--- src/rtl/display_hold_timer_pkg.sv ---
// ============================================================================
// Module      : display_hold_timer_pkg
// Description : Shared types and constant functions for the display hold
//               timer: IDLE/HOLD state encoding and ceiling-log2 sizing.
// Revision    : 1.0 - initial release
// ============================================================================
`default_nettype none

package display_hold_timer_pkg;

  // One-bit state encoding shared by every hold channel.
  typedef enum logic [0:0] {
    ST_IDLE = 1'b0,
    ST_HOLD = 1'b1
  } hold_state_e;

  // Ceiling log2, usable in parameter and port-width expressions.
  // clog2(1) = 0, clog2(4) = 2, clog2(6) = 3.
  function automatic int clog2(input int value);
    int result;
    int v;
    result = 0;
    v      = value - 1;
    while (v > 0) begin
      result = result + 1;
      v      = v >> 1;
    end
    return result;
  endfunction

  // Width of a channel index bus; never narrower than one bit so that a
  // single-channel build still has a real select port.
  function automatic int sel_width(input int channels);
    return (clog2(channels) < 1) ? 1 : clog2(channels);
  endfunction

endpackage

`default_nettype wire

--- src/rtl/hold_channel.sv ---
// ============================================================================
// Module      : hold_channel
// Description : One display hold channel: IDLE/HOLD state machine with a
//               saturating tick counter, trigger/cancel handling and a
//               one-cycle done pulse on natural expiry.
// Revision    : 1.0 - initial release
// ============================================================================
`default_nettype none

module hold_channel
  import display_hold_timer_pkg::*;
#(
  parameter int HOLD_TICKS = 5,
  parameter int RETRIG     = 1
) (
  input  logic clk_i,
  input  logic rst_ni,
  input  logic tick_i,
  input  logic enable_i,
  input  logic trig_i,
  input  logic cancel_i,
  output logic active_o,
  output logic active_next_o,
  output logic trig_accept_o,
  output logic done_o
);

  localparam int              CNT_W  = clog2(HOLD_TICKS + 1);
  localparam logic [CNT_W-1:0] C_LAST = CNT_W'(HOLD_TICKS - 1);

  hold_state_e      state_q, state_d;
  logic [CNT_W-1:0] cnt_q, cnt_d;
  logic             done_q, done_d;
  logic             accept_d;

  // Next-state decode. Priority: cancel, then trigger, then counting tick.
  // A tick in the cycle a hold starts is not counted, and a retrigger on
  // the final tick wins over expiry so the hold simply restarts.
  always_comb begin
    state_d  = state_q;
    cnt_d    = cnt_q;
    done_d   = 1'b0;
    accept_d = 1'b0;
    if (cancel_i) begin
      state_d = ST_IDLE;
      cnt_d   = '0;
    end else if (state_q == ST_IDLE) begin
      if (trig_i) begin
        state_d  = ST_HOLD;
        cnt_d    = '0;
        accept_d = 1'b1;
      end
    end else if (trig_i && (RETRIG != 0)) begin
      cnt_d    = '0;
      accept_d = 1'b1;
    end else if (tick_i && enable_i) begin
      if (cnt_q == C_LAST) begin
        state_d = ST_IDLE;
        cnt_d   = '0;
        done_d  = 1'b1;
      end else begin
        cnt_d = cnt_q + 1'b1;
      end
    end
  end

  // State, counter and done-pulse registers; reset aborts any hold silently.
  always_ff @(posedge clk_i or negedge rst_ni) begin
    if (!rst_ni) begin
      state_q <= ST_IDLE;
      cnt_q   <= '0;
      done_q  <= 1'b0;
    end else begin
      state_q <= state_d;
      cnt_q   <= cnt_d;
      done_q  <= done_d;
    end
  end

  assign active_o      = (state_q == ST_HOLD);
  assign active_next_o = (state_d == ST_HOLD);
  assign trig_accept_o = accept_d;
  assign done_o        = done_q;

endmodule

`default_nettype wire

--- src/rtl/display_hold_timer.sv ---
// ============================================================================
// Module      : display_hold_timer
// Description : CH independent display hold channels plus the arbitration
//               that picks which channel the display shows (hold_sel) and
//               the data-select flag (hold_control) that is low while any
//               channel holds.
// Revision    : 1.0 - initial release
// ============================================================================
`default_nettype none

module display_hold_timer
  import display_hold_timer_pkg::*;
#(
  parameter int CH         = 4,
  parameter int HOLD_TICKS = 5,
  parameter int RETRIG     = 1
) (
  input  logic                     hold_clk,
  input  logic                     hold_rst_n,
  input  logic                     hold_tick,
  input  logic                     hold_enable,
  input  logic [CH-1:0]            hold_trig,
  input  logic [CH-1:0]            hold_cancel,
  output logic [CH-1:0]            hold_active,
  output logic [CH-1:0]            hold_done,
  output logic [sel_width(CH)-1:0] hold_sel,
  output logic                     hold_control
);

  localparam int SEL_W = sel_width(CH);

  logic [CH-1:0]    active_d;
  logic [CH-1:0]    trig_acc;
  logic [SEL_W-1:0] sel_q, sel_d;
  logic             control_q;
  logic [SEL_W-1:0] trig_low;
  logic [SEL_W-1:0] active_low;
  logic             sel_leaving;

  generate
    for (genvar g = 0; g < CH; g++) begin : g_chan
      hold_channel #(
        .HOLD_TICKS (HOLD_TICKS),
        .RETRIG     (RETRIG)
      ) u_chan (
        .clk_i         (hold_clk),
        .rst_ni        (hold_rst_n),
        .tick_i        (hold_tick),
        .enable_i      (hold_enable),
        .trig_i        (hold_trig[g]),
        .cancel_i      (hold_cancel[g]),
        .active_o      (hold_active[g]),
        .active_next_o (active_d[g]),
        .trig_accept_o (trig_acc[g]),
        .done_o        (hold_done[g])
      );
    end
  endgenerate

  // Find the lowest accepted trigger, the lowest channel that will still be
  // holding after this edge, and whether the shown channel is dropping out.
  always_comb begin
    trig_low    = '0;
    active_low  = '0;
    sel_leaving = 1'b0;
    for (int i = CH - 1; i >= 0; i--) begin
      if (trig_acc[i]) begin
        trig_low = SEL_W'(i);
      end
      if (active_d[i]) begin
        active_low = SEL_W'(i);
      end
      if (SEL_W'(i) == sel_q) begin
        sel_leaving = hold_active[i] & ~active_d[i];
      end
    end
  end

  // Select update: a new trigger always takes the display; otherwise the
  // display follows the lowest remaining holder, or stays put if none is left.
  always_comb begin
    sel_d = sel_q;
    if (|trig_acc) begin
      sel_d = trig_low;
    end else if (sel_leaving && (|active_d)) begin
      sel_d = active_low;
    end
  end

  // Select and data-select registers, updated on the same edge as the
  // channel states so hold_control tracks hold_active without lag.
  always_ff @(posedge hold_clk or negedge hold_rst_n) begin
    if (!hold_rst_n) begin
      sel_q     <= '0;
      control_q <= 1'b1;
    end else begin
      sel_q     <= sel_d;
      control_q <= ~(|active_d);
    end
  end

  assign hold_sel     = sel_q;
  assign hold_control = control_q;

endmodule

`default_nettype wire

--- config.mk ---
export PLATFORM = sky130hd
export DESIGN_NAME = display_hold_timer
export DESIGN_NICKNAME = d
export VERILOG_FILES = /design/src/rtl/display_hold_timer_pkg.sv /design/src/rtl/hold_channel.sv /design/src/rtl/display_hold_timer.sv
export SDC_FILE = /design/constraint.sdc
export NUM_CORES = 1
export LEC_CHECK = 0
export CORE_ASPECT_RATIO = 0.9
export CORE_MARGIN = 2
export CORE_UTILIZATION = 52
export CTS_CLUSTER_DIAMETER = 40
export DETAILED_ROUTE_END_ITERATION = 6
export PLACE_DENSITY = 0.78
export SYNTH_ARGS = -nofsm -noshare
export SYNTH_HDL_FRONTEND = slang
export SYNTH_SLANG_ARGS = --single-unit
--- constraint.sdc ---
create_clock -name hold_clk -period 2.35 [get_ports hold_clk]
set_input_delay 0.47 -clock hold_clk [delete_from_list [all_inputs] [get_ports hold_clk]]
set_output_delay 0.47 -clock hold_clk [all_outputs]
set_load 0.01 [all_outputs]
==> metrics.txt <==
Synth Cell Area 1385 um2; Pleak 0.7653 nW; share of post-route cells with drive strength above 1 between 10% and 20%; Layout area overhead 24.66%; clk sinks 23; run status finished, final reports clean; cell area after layout around 1700 um2; Residual DRC 0; sequential fraction of the synthesis area 41.64%; Layout fillers 212; via count around 1.3k; Overall Global Routing Usage 22.49%; Slew headroom 69.42%; post-CTS sizing 0; full die area 3093 um2; post-synthesis mux area share roughly 1.4%; Synth Area in Compound Gates between 10% and 20%; first-pass GRT wire length approximately 5.3 mm; Mapped Cells 149; placed cell areas around 1700 um2; Routed WL per cell 14.82 um; clock transition at the registers of the reported paths 0.12 ns; CP Class in2reg; largest family of logic cells by synthesized area simple AND/OR/NAND/NOR gates; slew of the pin with the lowest slew margin 0.4553 ns; clk buf depth 2; Synth Area in Adders 7.227%; fin util 69.38%; vias per cell 6.043; global-route congestion overflow total 0; core area 2489 um2; Hold Buf Count CTS 0; Netlist cell types 35; Hold Path Class in2async; initial antenna violation count 0; Critical Path Fanout Max 7; pre-CTS WS -0.07400 ns; die height 52.96 um; antenna diode count 0; final hold vios 0; IO buf count 22; I/O Pins 23; setup ws final 0.1816 ns; final net count 204; FP Rows 17; Num CTS Buffers 3; Yosys warnings 0; Synth Area in Simple Gates 26.29%; Final Max Slew Viols 0; ANT nets after route 0; synthesized area per cell 9.296 um2; RSZ-0062 raised after global routing false; Worst EP arrival 2.36 ns; final WL 3.128 mm; Worst-Skew Late Latency roughly 0.32 ns; post-synthesis xor/xnor area fraction 0%; CTS tree yes; Peak VDD IR about 0.00048 V; Final min period 2.168 ns; root buf cell clkbuf_4; vias in the first global route around 1.2k; syn nets 169; commonest cells after routing, fill and taps aside 22 x dfrtp_1, 22 x clkdlybuf4s50_1, 19 x buf_4; Pre-Repair DR Iteration Count 4; largest net degree at the start of global routing 24; CTS H-Tree Depth 1; initial DRC count 57; Post-DP HPWL 2.392 mm; number of max-cap violations 0; Achievable Freq 461.2 MHz; Starting Density a little under three fifths; Startpoint Class input port; placed cells 207; Horiz. Die Dim roughly 58 um; Layout Cells excl Fill 211; Final Setup Violations 0; Crit path required time 2.54 ns; PwrDens about 470 nW/um2; Critical Path Sink Type register; Post-Route Skew 0.002529 ns; # Post-CTS Setup Buffers 0; Final Wtd Congestion 0.8546; Yosys reg bits 23; Tcrit/Tclk final 92.27%
==> through the flow <==
stage	hold slack [ns]	TNS (ns)	total power, mW
after floorplan	0.1744	0	0.5240
after global placement	0.5630	0	0.6172
after detailed placement	0.5926	-0.07400	0.6234
after CTS	0.4889	0	0.8134
after global routing	0.4946	0	0.8439
final	0.4799	0	0.8086
==> logic make-up after synthesis <==
family                     after synthesis
buffers and inverters                   22
muxes                                    2
adders and majority gates                8
AOI/OAI and AO/OA                       30
and+or+nand+nor                         64
DFF                                     23
==> worst paths after layout <==
check | startpoint | depth (start not counted) | slack (ns) | to
min in group hold_clk | g_chan[3].u_chan.cnt_q[1] | 2 | 0.61 | g_chan[3].u_chan.cnt_q[1]
min | hold_rst_n | 2 | 0.48 | g_chan[1].u_chan.cnt_q[0]
max | hold_tick | 7 | 0.18 | hold_sel[0]
max reg2reg | g_chan[1].u_chan.cnt_q[0] | 7 | 0.23 | hold_sel[0]
max in group asynchronous | hold_rst_n | 2 | 1.59 | hold_control
min reg2reg | g_chan[3].u_chan.cnt_q[1] | 2 | 0.61 | g_chan[3].u_chan.cnt_q[1]
==> final cells by class <==
cell class	count	area, um2	share of cell area, %
flip-flops and latches	23	576.8	33.41
clock buffers	4	26.28	1.522
well taps	28	35.03	2.029
inverters	11	41.29	2.391
repair buffers	41	362.8	21.01
multi-input cells	104	684.4	39.64
==> flip-flops by register name (all words and copies together), names as in the netlist <==
signal and count:
g_chan.u_chan.cnt_q 12, hold_control 1, g_chan.u_chan.active_o 4, hold_sel 2
g_chan.u_chan.done_o 4
==> per-layer routing <==
layer | share of wire, % | routed length, um | vias up | track usage, %
met5 | 0 | 0 | - | 0
met3 | 7.4 | 233 | 7 | 4.890
met1 | 41 | 1284 | 600 | 26.66
met4 | 0.99 | 31 | 0 | 6.977
li1 | - | - | 608 | -
met2 | 50 | 1579 | 60 | 40.45
==> critical path, stage by stage <==
cell and delay [ns]:
clkdlybuf4s50_1 0.53, buf_4 0.20, and4_1 0.18, o21ai_0 0.25, o211ai_1 0.12, a2111oi_0 0.47, a211oi_1 0.15
==> report_power, final <==
part	internal, mW	switching [mW]	total, mW	leakage (nW)
Clock	0.0664	0.122	0.189	0.0150
Sequential	0.412	0.0221	0.434	0.307
Combinational	0.0972	0.0891	0.186	0.444
==> cells in the mapped netlist <==
cell,instances,share of area (%)
o311a_1,2,1.4
buf_4,11,6.0
and3_4,1,0.81
dfstp_2,1,1.9
ha_1,8,7.2
a21oi_1,9,3.3
and3_2,1,0.54
or4_1,1,0.54
nand4_1,3,1.4
a2111oi_0,1,0.63
a311oi_1,1,0.63
mux2i_1,2,1.4
nor3b_1,4,2.2
nor3_1,12,4.3
inv_2,1,0.27
dfrtp_1,22,40
a211oi_1,3,1.6
o211ai_1,2,1.1
nor2_1,5,1.4
nor2b_1,4,1.8
a22oi_1,2,1.1
nor4_1,5,2.3
o21ai_0,6,2.2
a21boi_0,1,0.54
nand2_1,11,3.0
and3_1,3,1.4
a211o_1,1,0.63
inv_1,10,2.7
and4_4,1,0.81
or3b_2,2,1.3
nand2b_1,5,2.3
a2bb2oi_1,1,0.63
nand3_1,5,1.8
and4_1,1,0.63
o211a_1,1,0.72
Power figures use the tool's default switching activity.
